==> src/rtl/llc_bus_responder.sv <==
// -----------------------------------------------------------------------------
// llc_bus_responder
// Bus-side model of the shared system bus and peer caches as seen by the LLC.
// Accepts one operation at a time, returns the peer snoop result, sequences the
// data phase (DRAM fill, peer flush or LLC writeback) and pulses done. It also
// keeps saturating transaction and HITM counters for the trace summary.
//
// Ports
//   clk, rstb                  clock, asynchronous active-low reset
//   bus_req_valid/ready        operation handshake (ready only in IDLE)
//   bus_op, bus_addr           0 READ, 1 WRITE, 2 INVALIDATE, 3 RWIM; line address
//   snoop_valid/result         one-cycle snoop strobe; 0 HIT, 1 HITM, 2 NOHIT
//   beat_valid/idx/from_peer   data-phase beats and their source
//   done                       one-cycle completion pulse
//   txn_cnt, hitm_cnt          saturating statistics
// -----------------------------------------------------------------------------
module llc_bus_responder #(
    parameter int unsigned ADDR_W     = 32,
    parameter int unsigned DATA_BEATS = 8,
    parameter int unsigned BEAT_W     = 3,
    parameter int unsigned MEM_LAT    = 4,
    parameter int unsigned CNT_W      = 16
) (
    input  logic              clk,
    input  logic              rstb,
    input  logic              bus_req_valid,
    output logic              bus_req_ready,
    input  logic [1:0]        bus_op,
    input  logic [ADDR_W-1:0] bus_addr,
    output logic              snoop_valid,
    output logic [1:0]        snoop_result,
    output logic              beat_valid,
    output logic [BEAT_W-1:0] beat_idx,
    output logic              beat_from_peer,
    output logic              done,
    output logic [CNT_W-1:0]  txn_cnt,
    output logic [CNT_W-1:0]  hitm_cnt
);

    localparam int unsigned LAT_W = (MEM_LAT < 2) ? 1 : $clog2(MEM_LAT + 1);

    localparam logic [1:0] OP_READ  = 2'd0;
    localparam logic [1:0] OP_WRITE = 2'd1;
    localparam logic [1:0] OP_INVAL = 2'd2;
    localparam logic [1:0] OP_RWIM  = 2'd3;

    localparam logic [1:0] SNP_HIT   = 2'd0;
    localparam logic [1:0] SNP_HITM  = 2'd1;
    localparam logic [1:0] SNP_NOHIT = 2'd2;

    typedef enum logic [2:0] {
        S_IDLE,
        S_SNOOP,
        S_MEM_WAIT,
        S_XFER,
        S_DONE
    } state_e;

    state_e              state_q, state_d;
    logic [1:0]          op_q, op_d;
    logic [ADDR_W-1:0]   addr_q, addr_d;
    logic [LAT_W-1:0]    lat_q, lat_d;
    logic [BEAT_W-1:0]   beat_idx_q, beat_idx_d;
    logic                beat_valid_q, beat_valid_d;
    logic                beat_from_peer_q, beat_from_peer_d;
    logic                snoop_valid_q, snoop_valid_d;
    logic [1:0]          snoop_result_q, snoop_result_d;
    logic                done_q, done_d;
    logic [CNT_W-1:0]    txn_cnt_q, txn_cnt_d;
    logic [CNT_W-1:0]    hitm_cnt_q, hitm_cnt_d;
    logic [1:0]          snoop_new;
    logic                op_is_read_q;

    // Peers answer only reads; the line-address LSBs pick the modelled peer state.
    function automatic logic [1:0] snoop_decode(input logic [1:0] op, input logic [1:0] lsb);
        logic [1:0] res;
        res = SNP_NOHIT;
        if (op == OP_READ || op == OP_RWIM) begin
            if (lsb == 2'b00) begin
                res = SNP_HIT;
            end else if (lsb == 2'b01) begin
                res = SNP_HITM;
            end
        end
        return res;
    endfunction

    assign snoop_new     = snoop_decode(bus_op, bus_addr[1:0]);
    assign op_is_read_q  = (op_q == OP_READ) || (op_q == OP_RWIM);
    assign bus_req_ready = (state_q == S_IDLE) && rstb;

    // Upper captured address bits are kept for visibility only.
    logic addr_hi_unused;
    assign addr_hi_unused = ^addr_q[ADDR_W-1:2];

    // Next-state and registered-output decode; outputs are aligned with state.
    always_comb begin
        state_d          = state_q;
        op_d             = op_q;
        addr_d           = addr_q;
        lat_d            = lat_q;
        beat_idx_d       = beat_idx_q;
        beat_from_peer_d = beat_from_peer_q;
        snoop_result_d   = snoop_result_q;
        txn_cnt_d        = txn_cnt_q;
        hitm_cnt_d       = hitm_cnt_q;
        snoop_valid_d    = 1'b0;
        beat_valid_d     = 1'b0;
        done_d           = 1'b0;

        case (state_q)
            S_IDLE: begin
                if (bus_req_valid) begin
                    state_d        = S_SNOOP;
                    op_d           = bus_op;
                    addr_d         = bus_addr;
                    snoop_valid_d  = 1'b1;
                    snoop_result_d = snoop_new;
                    if (txn_cnt_q != {CNT_W{1'b1}}) begin
                        txn_cnt_d = txn_cnt_q + CNT_W'(1);
                    end
                    if (snoop_new == SNP_HITM && hitm_cnt_q != {CNT_W{1'b1}}) begin
                        hitm_cnt_d = hitm_cnt_q + CNT_W'(1);
                    end
                end
            end
            S_SNOOP: begin
                if (op_is_read_q && snoop_result_q == SNP_HITM) begin
                    state_d          = S_XFER;
                    beat_from_peer_d = 1'b1;
                    beat_valid_d     = 1'b1;
                    beat_idx_d       = '0;
                end else if (op_is_read_q) begin
                    state_d = S_MEM_WAIT;
                    lat_d   = LAT_W'(MEM_LAT);
                end else if (op_q == OP_WRITE) begin
                    state_d          = S_XFER;
                    beat_from_peer_d = 1'b0;
                    beat_valid_d     = 1'b1;
                    beat_idx_d       = '0;
                end else begin
                    state_d = S_DONE;
                    done_d  = 1'b1;
                end
            end
            S_MEM_WAIT: begin
                // lat_q counts MEM_LAT..1, so the wait lasts exactly MEM_LAT cycles.
                if (lat_q == LAT_W'(1)) begin
                    state_d          = S_XFER;
                    beat_from_peer_d = 1'b0;
                    beat_valid_d     = 1'b1;
                    beat_idx_d       = '0;
                end else begin
                    lat_d = lat_q - LAT_W'(1);
                end
            end
            S_XFER: begin
                if (beat_idx_q == BEAT_W'(DATA_BEATS - 1)) begin
                    state_d = S_DONE;
                    done_d  = 1'b1;
                end else begin
                    beat_valid_d = 1'b1;
                    beat_idx_d   = beat_idx_q + BEAT_W'(1);
                end
            end
            S_DONE: begin
                state_d = S_IDLE;
            end
            default: begin
                state_d = S_IDLE;
            end
        endcase
    end

    // State and output registers.
    always_ff @(posedge clk or negedge rstb) begin
        if (!rstb) begin
            state_q          <= S_IDLE;
            op_q             <= OP_READ;
            addr_q           <= '0;
            lat_q            <= '0;
            beat_idx_q       <= '0;
            beat_valid_q     <= 1'b0;
            beat_from_peer_q <= 1'b0;
            snoop_valid_q    <= 1'b0;
            snoop_result_q   <= 2'd0;
            done_q           <= 1'b0;
            txn_cnt_q        <= '0;
            hitm_cnt_q       <= '0;
        end else begin
            state_q          <= state_d;
            op_q             <= op_d;
            addr_q           <= addr_d;
            lat_q            <= lat_d;
            beat_idx_q       <= beat_idx_d;
            beat_valid_q     <= beat_valid_d;
            beat_from_peer_q <= beat_from_peer_d;
            snoop_valid_q    <= snoop_valid_d;
            snoop_result_q   <= snoop_result_d;
            done_q           <= done_d;
            txn_cnt_q        <= txn_cnt_d;
            hitm_cnt_q       <= hitm_cnt_d;
        end
    end

    assign snoop_valid    = snoop_valid_q;
    assign snoop_result   = snoop_result_q;
    assign beat_valid     = beat_valid_q;
    assign beat_idx       = beat_idx_q;
    assign beat_from_peer = beat_from_peer_q;
    assign done           = done_q;
    assign txn_cnt        = txn_cnt_q;
    assign hitm_cnt       = hitm_cnt_q;

endmodule
==> config.mk <==
export PLATFORM = sky130hd
export DESIGN_NAME = llc_bus_responder
export DESIGN_NICKNAME = d
export VERILOG_FILES = /design/src/rtl/llc_bus_responder.sv
export SDC_FILE = /design/constraint.sdc
export NUM_CORES = 1
export LEC_CHECK = 0
export ABC_CLOCK_PERIOD_IN_PS = 3300
export BUFFER_PORTS_ARGS = -buffer_cell sky130_fd_sc_hd__buf_4
export CAP_MARGIN = 10
export CORE_ASPECT_RATIO = 1.5
export CORE_MARGIN = 2
export CORE_UTILIZATION = 50
export CTS_CLUSTER_DIAMETER = 100
export DETAILED_ROUTE_END_ITERATION = 16
export GPL_TIMING_DRIVEN = 0
export PLACE_DENSITY = 0.83
export SYNTH_ARGS = -nofsm -noshare
export SYNTH_HDL_FRONTEND = slang
export SYNTH_SLANG_ARGS = --single-unit
==> constraint.sdc <==
create_clock -name clk -period 3.3 [get_ports clk]
set_clock_uncertainty 0.15 [all_clocks]
set_input_delay 0.165 -clock clk [delete_from_list [all_inputs] [get_ports clk]]
set_output_delay 0.165 -clock clk [all_outputs]
set_load 0.01 [all_outputs]
# Yosys cells after proc, flatten, opt, wreduce, memory -nomap -nowiden
# Cells that the tools add are included.
# classes
add_sub_neg,4
n_mul,0
div,0
magnitude_cmp,0
eq_ne,22
shifts,0
muxes,38
n_bitwise,0
n_reduce_logical,18
# op_table
op,count
3-bit two-way mux,14
16-bit by 1-bit adder with 16-bit output (second input constant),2
16-bit != test (second input constant),2
1-bit two-way mux,15
2-bit != test (second input constant),7
3-bit one-hot mux with 4 select lines,1
3-bit one-hot mux with 3 select lines,1
3-bit AND reduction,3
2-bit by 1-bit == test with 1-bit output (second input constant),4
4-bit AND reduction,2
3-bit by 1-bit == test with 1-bit output (second input constant),2
3-bit by 2-bit == test with 1-bit output (second input constant),2
2-bit logical NOT,3
2-bit two-way mux,3
3-bit != test (second input constant),2
3-bit one-hot mux with 2 select lines,1
5-bit AND reduction,1
2-bit == test (second input constant),2
1-bit one-hot mux with 2 select lines,2
3-bit by 1-bit adder with 3-bit output (second input constant),1
3-bit == test (second input constant),1
1-bit logical AND,3
3-bit logical NOT,1
1-bit one-hot mux with 3 select lines,1
other kinds (5),6
# totals
ff_bits,49
latch_bits,0
ramBits,0
mem_bits_ro,0
input_bits,37
out_inout_bits,42
word_cells,93
mem_count,0

# Depth between registers and ports, before layout
# depth
ltp_word,7
mapped_depth,8
mapped_depth_nobuf,7

# Worst setup path after synthesis
# OpenSTA, ideal clock, no wires.
# synth_path
path_type,reg-to-reg
startpoint,register state_q[0]
endpoint,"register hitm_cnt_q[1], in the netlist hitm_cnt[1]"
setup_ps,125
arrival_time_ps,2073
path_slack_ps,953
path_stages_with_launch,7
synth_period_minus_slack_ps,2347
path_cell_list,dfrtp_1 -> buf_6 -> or4b_1 -> buf_2 -> nor4b_4 -> a21boi_4 -> mux2_2
# synth_via
elab_chain_len,2
# synth_lines
item,line,source
from (decl),59,"state_e state_q, state_d;"
from (signal assigned),191,state_q <= state_d;
3-bit logical NOT,111,case (state_q)
3-bit AND reduction (no source line),-,
to (signal assigned),202,hitm_cnt_q <= hitm_cnt_d;
to (decl),70,"logic [CNT_W-1:0] hitm_cnt_q, hitm_cnt_d;"
# No other way between the ends.
# A chain may end at the register's enable or synchronous reset.

# Final worst setup path
# Ends and elaborated chain as after synthesis.

==> impl_metrics.json <==
{
  "grt-ovfl-total": 0,
  "vias": 1885,
  "io-pin-count": 79,
  "post-cts-setup-buffers": 0,
  "synthToLayoutAreaGrowth_pct": 24.2,
  "cp.arrival_ps": 2580,
  "register_area_sq_um": 1230,
  "part_of_the_power_in_combinational_logic_pct": 35.5,
  "timing.final.hold_violations": 0,
  "synth-async-reset-ratio_pct": 100,
  "synth_ff_type": "sky130_fd_sc_hd__dfrtp_1",
  "setup.worst_path.class": "reg -> reg",
  "relSlewSlack_pct": 59.6,
  "netlist_area_sq_um": 2400,
  "critPathTopFamily": "simple AND/OR/NAND/NOR gates",
  "max_freq_mhz": 393,
  "htreeDepth": 2,
  "critical_path.endpoint_type": "register",
  "drt_iter0_drc": 36,
  "finalWorstSetupSlack_ps": 758,
  "min-delay-path-class": "in -> reg",
  "tritoncts_clock_tree": "done",
  "synth_edf_count": 0,
  "vdd_ir_drop_max_uv": 411,
  "worst_path_max_delay_cell": "sky130_fd_sc_hd__or4b_1",
  "cts_sinks": 49,
  "tritoncts.num_buffers": 5,
  "leakage_power_nw": 1.49,
  "max_cap_viol": 0,
  "die_w_um": 60.6,
  "timing.reg2reg.setup_slack_ps": 760,
  "finalCriticalPeriod_ps": 2540,
  "drt-total-wl_mm": 4.65,
  "post-route-period-util_pct": 77.0,
  "hpwl_mm": 3.46,
  "number_of_synthesized_register_bits": 49,
  "clk_pin_slew_worst_paths_ps": 90,
  "port_buffers": 48,
  "pwr-share-seq_pct": 44.9,
  "detail_route.vias_per_cell": 5.31,
  "insertion_delay_ps": 300,
  "finalSetupViolCount": 0,
  "crit_chain": "buf_6, or4b_1, buf_2, nor4b_4, a21boi_4, mux2_2",
  "critical_path_buf_inv_count": 2,
  "crit_path_start_kind": "register",
  "power.density_cell_area_nw_per_um2": 650,
  "p_clk_share_pct": 19.6,
  "multi_input_comb_area_sq_um": 1110,
  "net_switching_mw": 0.682,
  "fillers": 371,
  "status": "finished clean",
  "layout.cell_area.non_filler_sq_um": 2980,
  "drc": 0,
  "setup_total_negative_slack_ps": 0,
  "clockRootBuffer": "sky130_fd_sc_hd__clkbuf_8",
  "detail_route.wl_per_cell_um": 13.1,
  "critical_path.max_stage_delay_ps": 500,
  "yosysWarningCount": 0,
  "nNetsFinal": 336,
  "antennaDiodeCount": 0,
  "power.total_mw": 1.94,
  "gr-usage-all-layers_pct": 19.0,
  "cellInternalPower_mw": 1.26,
  "number_of_antenna_violations_at_the_first_check_in_global_routing": 0,
  "tightest_slew_ps": 606,
  "die_height_um": 88.9,
  "placement.setup.worst_slack_ps": 754,
  "finalMaxSlewViolations": 0,
  "synth_cell_type_count": 41,
  "detail-route-antenna-nets": 0,
  "grt_pass1_wl_mm": 7.79,
  "placement.cell_area_sq_um": 2840,
  "post_synth_inst_count": 231,
  "rows": 30,
  "synth_nets": 277,
  "first_pass_drt_iterations": 4,
  "pin_count_of_the_biggest_net_entering_global_routing": 51,
  "initial_core_util_pct": 52.5,
  "die-area_sq_um": 5390,
  "core_region_area_sq_um": 4580,
  "cp.required_ps": 3340,
  "rsz0062_at_grt": "false",
  "power.switching_fraction_pct": 35.1,
  "clk_path_buf_depth": 2,
  "seq_area_frac_synth_pct": 51.0,
  "post_route_cells_drive_above_1_share_pct": 23.4,
  "first_global_vias": 1726,
  "holdWs_ps": 150,
  "routabilityCongestion": 0.789,
  "synthesis.area_per_instance_sq_um": 10.4,
  "timing.critical_path.fanout_max": 9
}
==> power groups by stage <==
| stage | Sequential (mW) | Clock, mW | Combinational (mW) |
|---|---|---|---|
| floorplan | 0.901 | 0 | 0.384 |
| global placement | 0.875 | 0 | 0.657 |
| detailed placement | 0.880 | 0 | 0.690 |
| CTS | 0.870 | 0.387 | 0.697 |
| global route | 0.894 | 0.417 | 0.774 |
| finish | 0.872 | 0.380 | 0.688 |
==> flip-flops by register name, indices dropped and copies added, names as in the netlist <==
| name | cells |
|---|---|
| done | 1 |
| beat_valid | 1 |
| beat_idx | 3 |
| hitm_cnt | 16 |
| txn_cnt | 16 |
| snoop_result | 2 |
| beat_from_peer | 1 |
| lat_q | 3 |
| snoop_valid | 1 |
| op_q | 2 |
| state_q | 3 |
==> cells in the final DEF (no fill, tap or decap), types with 2 or more instances in the layout <==
cell type and instances:
sky130_fd_sc_hd__a21o_1 2, sky130_fd_sc_hd__a21oi_1 7, sky130_fd_sc_hd__and3_1 8, sky130_fd_sc_hd__and4_1 3, sky130_fd_sc_hd__buf_2 2, sky130_fd_sc_hd__buf_4 48
sky130_fd_sc_hd__clkbuf_1 2, sky130_fd_sc_hd__clkbuf_8 7, sky130_fd_sc_hd__dfrtp_1 49, sky130_fd_sc_hd__dlygate4sd3_1 4, sky130_fd_sc_hd__ha_1 9, sky130_fd_sc_hd__inv_1 11
sky130_fd_sc_hd__mux2_2 3, sky130_fd_sc_hd__nand2_1 28, sky130_fd_sc_hd__nand3_1 17, sky130_fd_sc_hd__nand4_1 6, sky130_fd_sc_hd__nor2_1 20, sky130_fd_sc_hd__nor3_1 3
sky130_fd_sc_hd__o21ai_0 8, sky130_fd_sc_hd__or3_1 2, sky130_fd_sc_hd__xnor2_1 14, sky130_fd_sc_hd__xor2_1 15
==> cells by family after synthesis <==
kind of cell    count (synthesis)  share of synthesized area (%)
compound gates                 22                           5.89
buf+inv                        16                           2.92
flops                          49                           51.0
xor+xnor                       30                           11.3
fa+ha+maj                       9                           4.69
simple gates                  101                           22.4
mux                             4                           1.82
==> final cells by class <==
| type | count | share of cell area (%) |
|---|---|---|
| Clock buffer | 7 | 3.23 |
| Tap cell | 64 | 2.68 |
| Inverter | 11 | 1.38 |
| Buffer | 5 | 0.964 |
| Timing Repair Buffer | 52 | 13.4 |
| Clock inverter | 1 | 0.168 |
| Multi-Input combinational cell | 166 | 37.1 |
| Sequential cell | 49 | 41.1 |
==> repair_timing <==
action	CTS	global route
gates resized for setup	0	0
hold buffers	4	0
setup endpoints to repair	0	0
endpoints found under the hold margin	52	0
==> synth_stat cells, types with 2 or more instances <==
master	count	share of area, %
sky130_fd_sc_hd__ha_1	9	4.7
sky130_fd_sc_hd__xnor2_1	14	5.1
sky130_fd_sc_hd__buf_2	2	0.42
sky130_fd_sc_hd__mux2_2	3	1.4
sky130_fd_sc_hd__a21o_1	2	0.62
sky130_fd_sc_hd__dfrtp_1	49	51
sky130_fd_sc_hd__nand2_1	28	4.4
sky130_fd_sc_hd__nor2_1	20	3.1
sky130_fd_sc_hd__nand3_1	17	3.5
sky130_fd_sc_hd__xor2_1	15	5.5
sky130_fd_sc_hd__o21ai_0	8	1.7
sky130_fd_sc_hd__inv_1	11	1.7
sky130_fd_sc_hd__a21oi_1	7	1.5
sky130_fd_sc_hd__or3_1	2	0.52
sky130_fd_sc_hd__nor3_1	3	0.62
sky130_fd_sc_hd__and4_1	3	1.1
sky130_fd_sc_hd__clkbuf_1	2	0.31
sky130_fd_sc_hd__and3_1	8	2.1
sky130_fd_sc_hd__nand4_1	6	1.6
==> path summary, 6_finish.rpt <==
| path | start | end | cells past startpoint |
|---|---|---|---|
| max | state_q[0] | hitm_cnt[1] | 6 |
| min | bus_addr[0] | snoop_result[0] | 3 |
| max reg2reg | state_q[0] | hitm_cnt[1] | 6 |
| min reg2reg | hitm_cnt[5] | hitm_cnt[5] | 1 |
| max in group asynchronous | rstb | hitm_cnt[14] | 2 |
| min in group asynchronous | rstb | beat_idx[2] | 2 |
==> metrics by stage <==
stage / util [%] / instances
floorplan: - / 231
global placement: 62.1 / 343
detailed placement: 62.1 / 343
CTS: 65.2 / 355
global route: 65.2 / 355
finish: 65.2 / 355
==> per-layer routing <==
metal  track usage [%]  share of wire (%)  vias up
met5                 0                  0        -
met4              8.50                2.0        0
met3              3.33                3.5        8
met2              32.0                 53       43
met1              23.5                 41      931
li1                  -                  -      903
==> tightest hold or removal path, stage by stage <==
cell and delay (ps):
sky130_fd_sc_hd__buf_4 110, sky130_fd_sc_hd__nor4b_4 140, sky130_fd_sc_hd__a21o_1 150
No activity file was read; power rests on OpenSTA's default activity.
